--- src/rtl/camera_downsampler_pkg.sv ---
// Shared definitions for the camera capture path: frame geometry, RGB332
// colour constants and the capture FSM state encoding.
package camera_downsampler_pkg;

    localparam int SCREEN_WIDTH  = 176;
    localparam int SCREEN_HEIGHT = 144;
    localparam int ADDR_W        = 15;

    // RGB332 colours, also used by test-pattern writers sharing this buffer
    localparam logic [7:0] RED   = 8'hE0;
    localparam logic [7:0] GREEN = 8'h1C;
    localparam logic [7:0] BLUE  = 8'h03;
    localparam logic [7:0] WHITE = 8'hFF;

    typedef enum logic [1:0] {
        WAIT_VS_HI = 2'd0,
        WAIT_VS_LO = 2'd1,
        IN_FRAME   = 2'd2
    } state_t;

endpackage

--- src/rtl/camera_downsampler_if.sv ---
// Camera-side bus plus frame-buffer write port of the downsampler.
// master: the camera/frame-buffer environment; slave: the downsampler.
interface camera_downsampler_if #(
    parameter int ADDR_W = camera_downsampler_pkg::ADDR_W
);
    logic              VSYNC;
    logic              HREF;
    logic [7:0]        DATA;
    logic [7:0]        PIXEL_OUT;
    logic [ADDR_W-1:0] W_ADDR;
    logic              W_EN;
    logic              FRAME_DONE;
    logic              SYNC_ERR;

    modport master (
        output VSYNC, HREF, DATA,
        input  PIXEL_OUT, W_ADDR, W_EN, FRAME_DONE, SYNC_ERR
    );

    modport slave (
        input  VSYNC, HREF, DATA,
        output PIXEL_OUT, W_ADDR, W_EN, FRAME_DONE, SYNC_ERR
    );
endinterface

--- src/rtl/camera_downsampler_rgb565_to_rgb332.sv ---
// Combinational RGB565 -> RGB332 packer: keeps the top 3/3/2 bits of R/G/B.
module camera_downsampler_rgb565_to_rgb332 (
    input  logic [15:0] rgb565,
    output logic [7:0]  rgb332
);
    // Low colour bits are truncated away on purpose
    logic unused_low_bits;

    assign rgb332          = {rgb565[15:13], rgb565[10:8], rgb565[4:3]};
    assign unused_low_bits = ^{rgb565[12:11], rgb565[7:5], rgb565[2:0]};
endmodule

--- src/rtl/camera_downsampler.sv ---
// Captures the OV7670 RGB565 byte stream, packs pixels to RGB332 and writes
// them into the frame buffer at y*SCREEN_WIDTH + x. Only whole frames
// (after a complete VSYNC high/low pulse) are captured.
module camera_downsampler #(
    parameter int SCREEN_WIDTH  = camera_downsampler_pkg::SCREEN_WIDTH,
    parameter int SCREEN_HEIGHT = camera_downsampler_pkg::SCREEN_HEIGHT,
    parameter int ADDR_W        = camera_downsampler_pkg::ADDR_W
) (
    input  logic                CLOCK,
    input  logic                RESET,
    camera_downsampler_if.slave bus
);
    import camera_downsampler_pkg::*;

    localparam int XW = $clog2(SCREEN_WIDTH + 1);
    localparam int YW = $clog2(SCREEN_HEIGHT + 1);
    localparam logic [XW-1:0]     X_MAX     = XW'(SCREEN_WIDTH);
    localparam logic [YW-1:0]     Y_MAX     = YW'(SCREEN_HEIGHT);
    localparam logic [ADDR_W-1:0] LINE_STEP = ADDR_W'(SCREEN_WIDTH);

    state_t            state, state_n;
    logic              vs_q, href_q;
    logic              vs_rise, href_fall;
    logic [XW-1:0]     x, x_n;
    logic [YW-1:0]     y, y_n;
    logic [ADDR_W-1:0] line_base, line_base_n;
    logic              phase, phase_n;
    logic [7:0]        hi_byte, hi_byte_n;
    logic [7:0]        packed_px;
    logic [7:0]        pixel_out, pixel_out_n;
    logic [ADDR_W-1:0] w_addr, w_addr_n;
    logic              w_en, w_en_n;
    logic              frame_done, frame_done_n;
    logic              sync_err, sync_err_n;

    assign vs_rise   = bus.VSYNC & ~vs_q;
    assign href_fall = href_q & ~bus.HREF;

    // The second byte comes straight off the bus so the pixel is ready on that edge
    camera_downsampler_rgb565_to_rgb332 u_pack (
        .rgb565 ({hi_byte, bus.DATA}),
        .rgb332 (packed_px)
    );

    // FSM state register
    always_ff @(posedge CLOCK) begin
        if (RESET) state <= WAIT_VS_HI;
        else       state <= state_n;
    end

    // Next state, capture bookkeeping and write strobes
    always_comb begin
        state_n      = state;
        x_n          = x;
        y_n          = y;
        line_base_n  = line_base;
        phase_n      = phase;
        hi_byte_n    = hi_byte;
        pixel_out_n  = pixel_out;
        w_addr_n     = w_addr;
        w_en_n       = 1'b0;
        frame_done_n = 1'b0;
        sync_err_n   = sync_err;
        unique case (state)
            WAIT_VS_HI: begin
                if (bus.VSYNC) state_n = WAIT_VS_LO;
            end
            WAIT_VS_LO: begin
                if (!bus.VSYNC) begin
                    state_n     = IN_FRAME;
                    x_n         = '0;
                    y_n         = '0;
                    line_base_n = '0;
                    phase_n     = 1'b0;
                    sync_err_n  = 1'b0;
                end
            end
            IN_FRAME: begin
                // Frame end has priority over a coincident line end
                if (vs_rise) begin
                    state_n      = WAIT_VS_LO;
                    frame_done_n = 1'b1;
                end else if (bus.HREF) begin
                    if (!phase) begin
                        hi_byte_n = bus.DATA;
                        phase_n   = 1'b1;
                    end else begin
                        phase_n = 1'b0;
                        if (x < X_MAX && y < Y_MAX) begin
                            w_en_n      = 1'b1;
                            w_addr_n    = line_base + ADDR_W'(x);
                            pixel_out_n = packed_px;
                        end else begin
                            sync_err_n = 1'b1;
                        end
                        if (x < X_MAX) x_n = x + XW'(1);
                    end
                end else if (href_fall) begin
                    // A dangling high byte means the line lost a byte
                    if (phase) sync_err_n = 1'b1;
                    phase_n = 1'b0;
                    if (x != '0) begin
                        x_n = '0;
                        if (y < Y_MAX) begin
                            y_n         = y + YW'(1);
                            line_base_n = line_base + LINE_STEP;
                        end
                    end
                end
            end
            default: state_n = WAIT_VS_HI;
        endcase
    end

    // Sync edge-detect registers, counters and frame-buffer outputs
    always_ff @(posedge CLOCK) begin
        if (RESET) begin
            vs_q       <= 1'b0;
            href_q     <= 1'b0;
            x          <= '0;
            y          <= '0;
            line_base  <= '0;
            phase      <= 1'b0;
            pixel_out  <= '0;
            w_addr     <= '0;
            w_en       <= 1'b0;
            frame_done <= 1'b0;
            sync_err   <= 1'b0;
        end else begin
            vs_q       <= bus.VSYNC;
            href_q     <= bus.HREF;
            x          <= x_n;
            y          <= y_n;
            line_base  <= line_base_n;
            phase      <= phase_n;
            pixel_out  <= pixel_out_n;
            w_addr     <= w_addr_n;
            w_en       <= w_en_n;
            frame_done <= frame_done_n;
            sync_err   <= sync_err_n;
        end
    end

    // High byte holding register; only read once phase says it is valid
    always_ff @(posedge CLOCK) begin
        hi_byte <= hi_byte_n;
    end

    assign bus.PIXEL_OUT  = pixel_out;
    assign bus.W_ADDR     = w_addr;
    assign bus.W_EN       = w_en;
    assign bus.FRAME_DONE = frame_done;
    assign bus.SYNC_ERR   = sync_err;
endmodule

--- src/flat_wrapper.sv ---
// flat-port wrapper written by rule: the top's interface ports become plain ports
module camera_downsampler_flat import camera_downsampler_pkg::*;
#(
    parameter int SCREEN_WIDTH  = camera_downsampler_pkg::SCREEN_WIDTH,
    parameter int SCREEN_HEIGHT = camera_downsampler_pkg::SCREEN_HEIGHT,
    parameter int ADDR_W        = camera_downsampler_pkg::ADDR_W
)
  (CLOCK, RESET, bus_VSYNC, bus_HREF, bus_DATA, bus_PIXEL_OUT, bus_W_ADDR, bus_W_EN, bus_FRAME_DONE, bus_SYNC_ERR);
  camera_downsampler_if #(.ADDR_W(ADDR_W)) bus_i ();
  input  logic CLOCK;
  input  logic RESET;
  input wire logic [$bits(bus_i.VSYNC)-1:0] bus_VSYNC;
  input wire logic [$bits(bus_i.HREF)-1:0] bus_HREF;
  input wire logic [$bits(bus_i.DATA)-1:0] bus_DATA;
  output wire logic [$bits(bus_i.PIXEL_OUT)-1:0] bus_PIXEL_OUT;
  output wire logic [$bits(bus_i.W_ADDR)-1:0] bus_W_ADDR;
  output wire logic [$bits(bus_i.W_EN)-1:0] bus_W_EN;
  output wire logic [$bits(bus_i.FRAME_DONE)-1:0] bus_FRAME_DONE;
  output wire logic [$bits(bus_i.SYNC_ERR)-1:0] bus_SYNC_ERR;
  assign bus_i.VSYNC = bus_VSYNC;
  assign bus_i.HREF = bus_HREF;
  assign bus_i.DATA = bus_DATA;
  assign bus_PIXEL_OUT = bus_i.PIXEL_OUT;
  assign bus_W_ADDR = bus_i.W_ADDR;
  assign bus_W_EN = bus_i.W_EN;
  assign bus_FRAME_DONE = bus_i.FRAME_DONE;
  assign bus_SYNC_ERR = bus_i.SYNC_ERR;
  camera_downsampler #(.SCREEN_WIDTH(SCREEN_WIDTH), .SCREEN_HEIGHT(SCREEN_HEIGHT), .ADDR_W(ADDR_W)) u_core (.CLOCK(CLOCK), .RESET(RESET), .bus(bus_i));
endmodule
--- config.mk ---
export PLATFORM = sky130hd
export DESIGN_NAME = camera_downsampler_flat
export DESIGN_NICKNAME = d
export VERILOG_FILES = /design/src/rtl/camera_downsampler_pkg.sv /design/src/rtl/camera_downsampler_if.sv /design/src/rtl/camera_downsampler_rgb565_to_rgb332.sv /design/src/rtl/camera_downsampler.sv /design/src/flat_wrapper.sv
export SDC_FILE = /design/constraint.sdc
export NUM_CORES = 1
export LEC_CHECK = 0
export CAP_MARGIN = 5
export CORE_ASPECT_RATIO = 0.8
export CORE_UTILIZATION = 50
export DETAILED_ROUTE_END_ITERATION = 10
export MAX_ROUTING_LAYER = met4
export PLACE_DENSITY_LB_ADDON = 0.3
export SYNTH_ARGS = -nofsm -noshare
export SYNTH_HDL_FRONTEND = slang
export SYNTH_SLANG_ARGS = --single-unit
--- constraint.sdc ---
create_clock -name CLOCK -period 3.5 [get_ports CLOCK]
set_input_delay 0.525 -clock CLOCK [delete_from_list [all_inputs] [get_ports CLOCK]]
set_output_delay 0.525 -clock CLOCK [all_outputs]
set_load 0.01 [all_outputs]
==> flow_results.xml <==
<?xml version="1.0" encoding="UTF-8"?>
<metrics>
  <group name="placed_design">
    <metric name="port_buffers" unit="">37</metric>
    <metric name="place_congestion" unit="">0.854</metric>
    <metric name="hpwl" unit="um">4810</metric>
  </group>
  <group name="sta">
    <metric name="fmax" unit="MHz">397</metric>
    <metric name="post-route-min-period" unit="ns">2.52</metric>
    <metric name="fin_crit_sh" unit="">0.720</metric>
    <metric name="timing.slew.headroom" unit="">0.514</metric>
    <metric name="timing_worst_slew_pin_value" unit="ns">0.727</metric>
    <metric name="setup_tns" unit="ns">0</metric>
    <metric name="hold_viol_final" unit="">0</metric>
    <metric name="drv_slew" unit="">0</metric>
    <metric name="finalSetupViolCount" unit="">0</metric>
    <metric name="clock-skew-final" unit="ns">0.00398</metric>
    <metric name="unrepaired_setup_endpoints_after_global_routing" unit="">false</metric>
  </group>
  <group name="yosys">
    <metric name="postSynthNetCount" unit="">364</metric>
    <metric name="async_reset_ff_frac" unit="">0</metric>
    <metric name="synth.avg_cell_area" unit="sq um">8.50</metric>
    <metric name="synth_cell_type_count" unit="">55</metric>
    <metric name="yosysTopAreaCellShare" unit="">0.397</metric>
    <metric name="post_synth_instance_area" unit="sq um">2920</metric>
    <metric name="synth.yosys.warnings" unit="">0</metric>
    <metric name="synth_cells" unit="">344</metric>
    <metric name="synth.largest_area_cell" unit="">dfxtp_1</metric>
    <metric name="synth_enable_flop_cells" unit="">6</metric>
    <metric name="synth-main-ff-cell" unit="">dfxtp_1</metric>
    <metric name="synth_area_leaders" unit="">dfxtp_1 (40%), nand2_1 (7.1%), edfxtp_1 (6.2%)</metric>
    <metric name="post-synth-top-count-cell" unit="">dfxtp_1</metric>
    <metric name="synth.cells.most_frequent" unit="">dfxtp_1 (58), nand2_1 (55), a21oi_1 (34), o21ai_0 (29), nor2_1 (24)</metric>
    <metric name="synth-seq-area-share" unit="">0.459</metric>
    <metric name="yosys_register_bits" unit="">64</metric>
  </group>
  <group name="power_and_ir_drop">
    <metric name="max_rail_drop_vdd" unit="mV">0.256</metric>
    <metric name="cellInternalPower" unit="W">0.00106</metric>
    <metric name="share_comb_of_total_power" unit="">0.043</metric>
    <metric name="share_of_total_power_consumed_by_net_switching" unit="">0.222</metric>
    <metric name="p_per_area" unit="nW/um^2">381</metric>
    <metric name="relative_contribution_of_the_clock_network_to_total_power" unit="">0.410</metric>
    <metric name="leakage_power" unit="nW">1.28</metric>
    <metric name="p_seq_frac" unit="">0.547</metric>
    <metric name="power_switching" unit="W">0.000302</metric>
  </group>
  <group name="clock_tree">
    <metric name="clock_sinks" unit="">64</metric>
    <metric name="cts.clk_slew.worst_paths" unit="ns">0.06</metric>
    <metric name="cts_resized" unit="">0</metric>
    <metric name="root_buffer" unit="">clkbuf_8</metric>
    <metric name="clk_latency" unit="ns">0.34</metric>
    <metric name="cts_setup_buffers" unit="">0</metric>
    <metric name="clk_path_buf_depth" unit="">2</metric>
    <metric name="cts_tree" unit="">built</metric>
    <metric name="cts-buffers-inserted" unit="">9</metric>
    <metric name="h-tree-depth" unit="">3</metric>
    <metric name="cts_hold_buffers" unit="">0</metric>
  </group>
  <group name="finish">
    <metric name="areaGrowthSynthToFinish" unit="%">22.3</metric>
    <metric name="layout-drive-gt1-share" unit="">0.0844</metric>
    <metric name="finish.net_count" unit="">406</metric>
    <metric name="final_core_utilization" unit="">0.644</metric>
    <metric name="n_fill_cell" unit="">489</metric>
    <metric name="diodes" unit="">0</metric>
  </group>
  <group name="critical_path">
    <metric name="rr_startpoint" unit="">u_core.x[0]</metric>
    <metric name="setup.worst_path.end_class" unit="">flip-flop</metric>
    <metric name="critPathCapture" unit="">u_core.x[7]</metric>
    <metric name="endpoint_of_the_worst_slack_reg_to_reg_timing_path" unit="">u_core.line_base[14]</metric>
    <metric name="worst-endpoint-arrival" unit="ns">2.80</metric>
    <metric name="startpoint_type" unit="">input port</metric>
    <metric name="setup.worst_path.start" unit="">RESET</metric>
    <metric name="path_class" unit="">input port to flip-flop</metric>
    <metric name="worstRegToRegCells" unit="">9</metric>
    <metric name="crit_fanout" unit="">18</metric>
    <metric name="reg2reg_setup_slack" unit="ns">1.20</metric>
    <metric name="worst-endpoint-required" unit="ns">3.78</metric>
  </group>
  <group name="route">
    <metric name="dr_total_vias" unit="">2599</metric>
    <metric name="dr_wl_met3" unit="um">516</metric>
    <metric name="per_cell_routed_wire_length" unit="um">14.2</metric>
    <metric name="ant_nets" unit="">0</metric>
    <metric name="maxUsedRoutingLayer" unit="">met4</metric>
    <metric name="wl_met1" unit="um">3030</metric>
    <metric name="detailed_routed_wire_length_on_met2" unit="um">2990</metric>
    <metric name="drt_first_iter_violations" unit="">198</metric>
    <metric name="drc" unit="">0</metric>
    <metric name="post_drt_via_cell_ratio" unit="">5.54</metric>
    <metric name="wl" unit="um">6640</metric>
    <metric name="drt_pre_antenna_iters" unit="">4</metric>
  </group>
  <group name="global_route">
    <metric name="gr-usage-all-layers" unit="">0.246</metric>
    <metric name="overall_overflow_remaining_after_global_route" unit="">0</metric>
    <metric name="grt_pass1_vias" unit="">2407</metric>
    <metric name="antenna_violations_before_repair" unit="">0</metric>
    <metric name="grt_max_degree" unit="">19</metric>
    <metric name="grt_first_pass_wirelength" unit="um">11200</metric>
  </group>
  <group name="floorplan">
    <metric name="start_util" unit="">0.526</metric>
    <metric name="floorplan.die.width" unit="um">87.5</metric>
    <metric name="boundaryPins" unit="">38</metric>
    <metric name="total_die_area" unit="sq um">6160</metric>
    <metric name="rows" unit="">24</metric>
    <metric name="dieHeight" unit="um">70.4</metric>
    <metric name="floorplan.core_area" unit="sq um">5560</metric>
  </group>
  <group name="job">
    <metric name="timing.max_cap.violations" unit="">0</metric>
  </group>
  <group name="hold_path">
    <metric name="worstHoldPathType" unit="">flip-flop to flip-flop</metric>
  </group>
  <group name="outcome">
    <metric name="outcome" unit="">complete, no violations</metric>
  </group>
</metrics>
[placed cells by master (no fill, tap or decap), types with 9 or more instances in the layout]
cell,count
a21oi_1,34
nand2_1,55
buf_4,10
dfxtp_1,58
nand4_1,9
o21ai_0,29
nand3_1,13
nor2_1,24
clkdlybuf4s50_1,37
inv_1,11
clkbuf_8,11
[power groups by stage]
stage	Combinational (W)	Clock (W)	Sequential [W]
final	0.0000582	0.000558	0.000746
after global routing	0.0000639	0.000609	0.000746
after CTS	0.0000582	0.000568	0.000746
after detailed placement	0.0000578	0	0.000762
after global placement	0.0000567	0	0.000762
after floorplan	0.0000309	0	0.000762
[critical path: stages]
cell and delay (ns):
clkdlybuf4s50_1 0.78, nor3_1 0.71, nand4_1 0.16, a2111oi_0 0.45, a31o_2 0.18
[state kept, by name, summed over array words and instances, names as in the netlist]
| register | count |
|---|---|
| u_core.bus.W_ADDR | 15 |
| u_core.bus.FRAME_DONE | 1 |
| u_core.bus.PIXEL_OUT | 8 |
| u_core.hi_byte | 6 |
| u_core.x | 8 |
| u_core.phase | 1 |
| u_core.line_base | 11 |
| u_core.bus.W_EN | 1 |
| u_core.href_q | 1 |
| u_core.state | 2 |
| u_core.bus.SYNC_ERR | 1 |
| u_core.vs_q | 1 |
| u_core.y | 8 |
[through the flow]
| step | setup WS [ns] | power (W) | hold slack, ns | cell area [sq um] | std cells |
|---|---|---|---|---|---|
| 3_5_place_dp | 0.648 | 0.000820 | 0.447 | 3400 | 453 |
| 6_report | 0.978 | 0.00136 | 0.453 | 3580 | 469 |
| 4_1_cts | 1.00 | 0.00137 | 0.454 | 3580 | 469 |
| 5_1_grt | 0.795 | 0.00142 | 0.478 | 3580 | 469 |
| 3_3_place_gp | 0.757 | 0.000819 | 0.440 | 3400 | 453 |
| 2_1_floorplan | 1.50 | 0.000793 | 0.443 | 2920 | 344 |
[metal layers]
| metal | vias to the layer above | global-route usage |
|---|---|---|
| met5 | - | - |
| met4 | 0 | 0.0765 |
| met3 | 10 | 0.0851 |
| met2 | 76 | 0.373 |
| met1 | 1199 | 0.308 |
| li1 | 1314 | - |
[layout make-up]
type | instances | area [sq um] | share of cell area
timing repair buffer | 47 | 445 | 0.125
multi-input combinational | 252 | 1470 | 0.411
clock inverter | 3 | 16.3 | 0.00455
inverter | 12 | 45.0 | 0.0126
tap | 78 | 97.6 | 0.0273
clock buffer | 13 | 159 | 0.0444
sequential | 64 | 1340 | 0.375
[cell families (layout without fill, tap and decap cells)]
group,Yosys count,in the layout,synth area share
DFF,64,64,0.459
xor gates and xnor gates,7,7,0.0210
AOI/OAI and AO/OA,101,101,0.221
and+or+nand+nor,136,136,0.227
buffers and inverters,28,75,0.0381
adders and majority gates,8,8,0.0342
[how the worst min path moves through the flow]
| stage | startpoint | to | slack [ns] | cells after the start |
|---|---|---|---|---|
| 3_5_place_dp | u_core.bus.W_ADDR[7] | u_core.bus.W_ADDR[7] | 0.45 | 2 |
| 4_1_cts | u_core.bus.W_ADDR[7] | u_core.bus.W_ADDR[7] | 0.45 | 2 |
| 6_report | u_core.bus.W_ADDR[7] | u_core.bus.W_ADDR[7] | 0.45 | 2 |
| 3_3_place_gp | u_core.bus.W_ADDR[7] | u_core.bus.W_ADDR[7] | 0.44 | 2 |
| 2_1_floorplan | u_core.y[7] | u_core.y[7] | 0.44 | 2 |
| 5_1_grt | u_core.bus.PIXEL_OUT[5] | u_core.bus.PIXEL_OUT[5] | 0.48 | 2 |
Note: power is estimated with default switching activity, not from simulation.
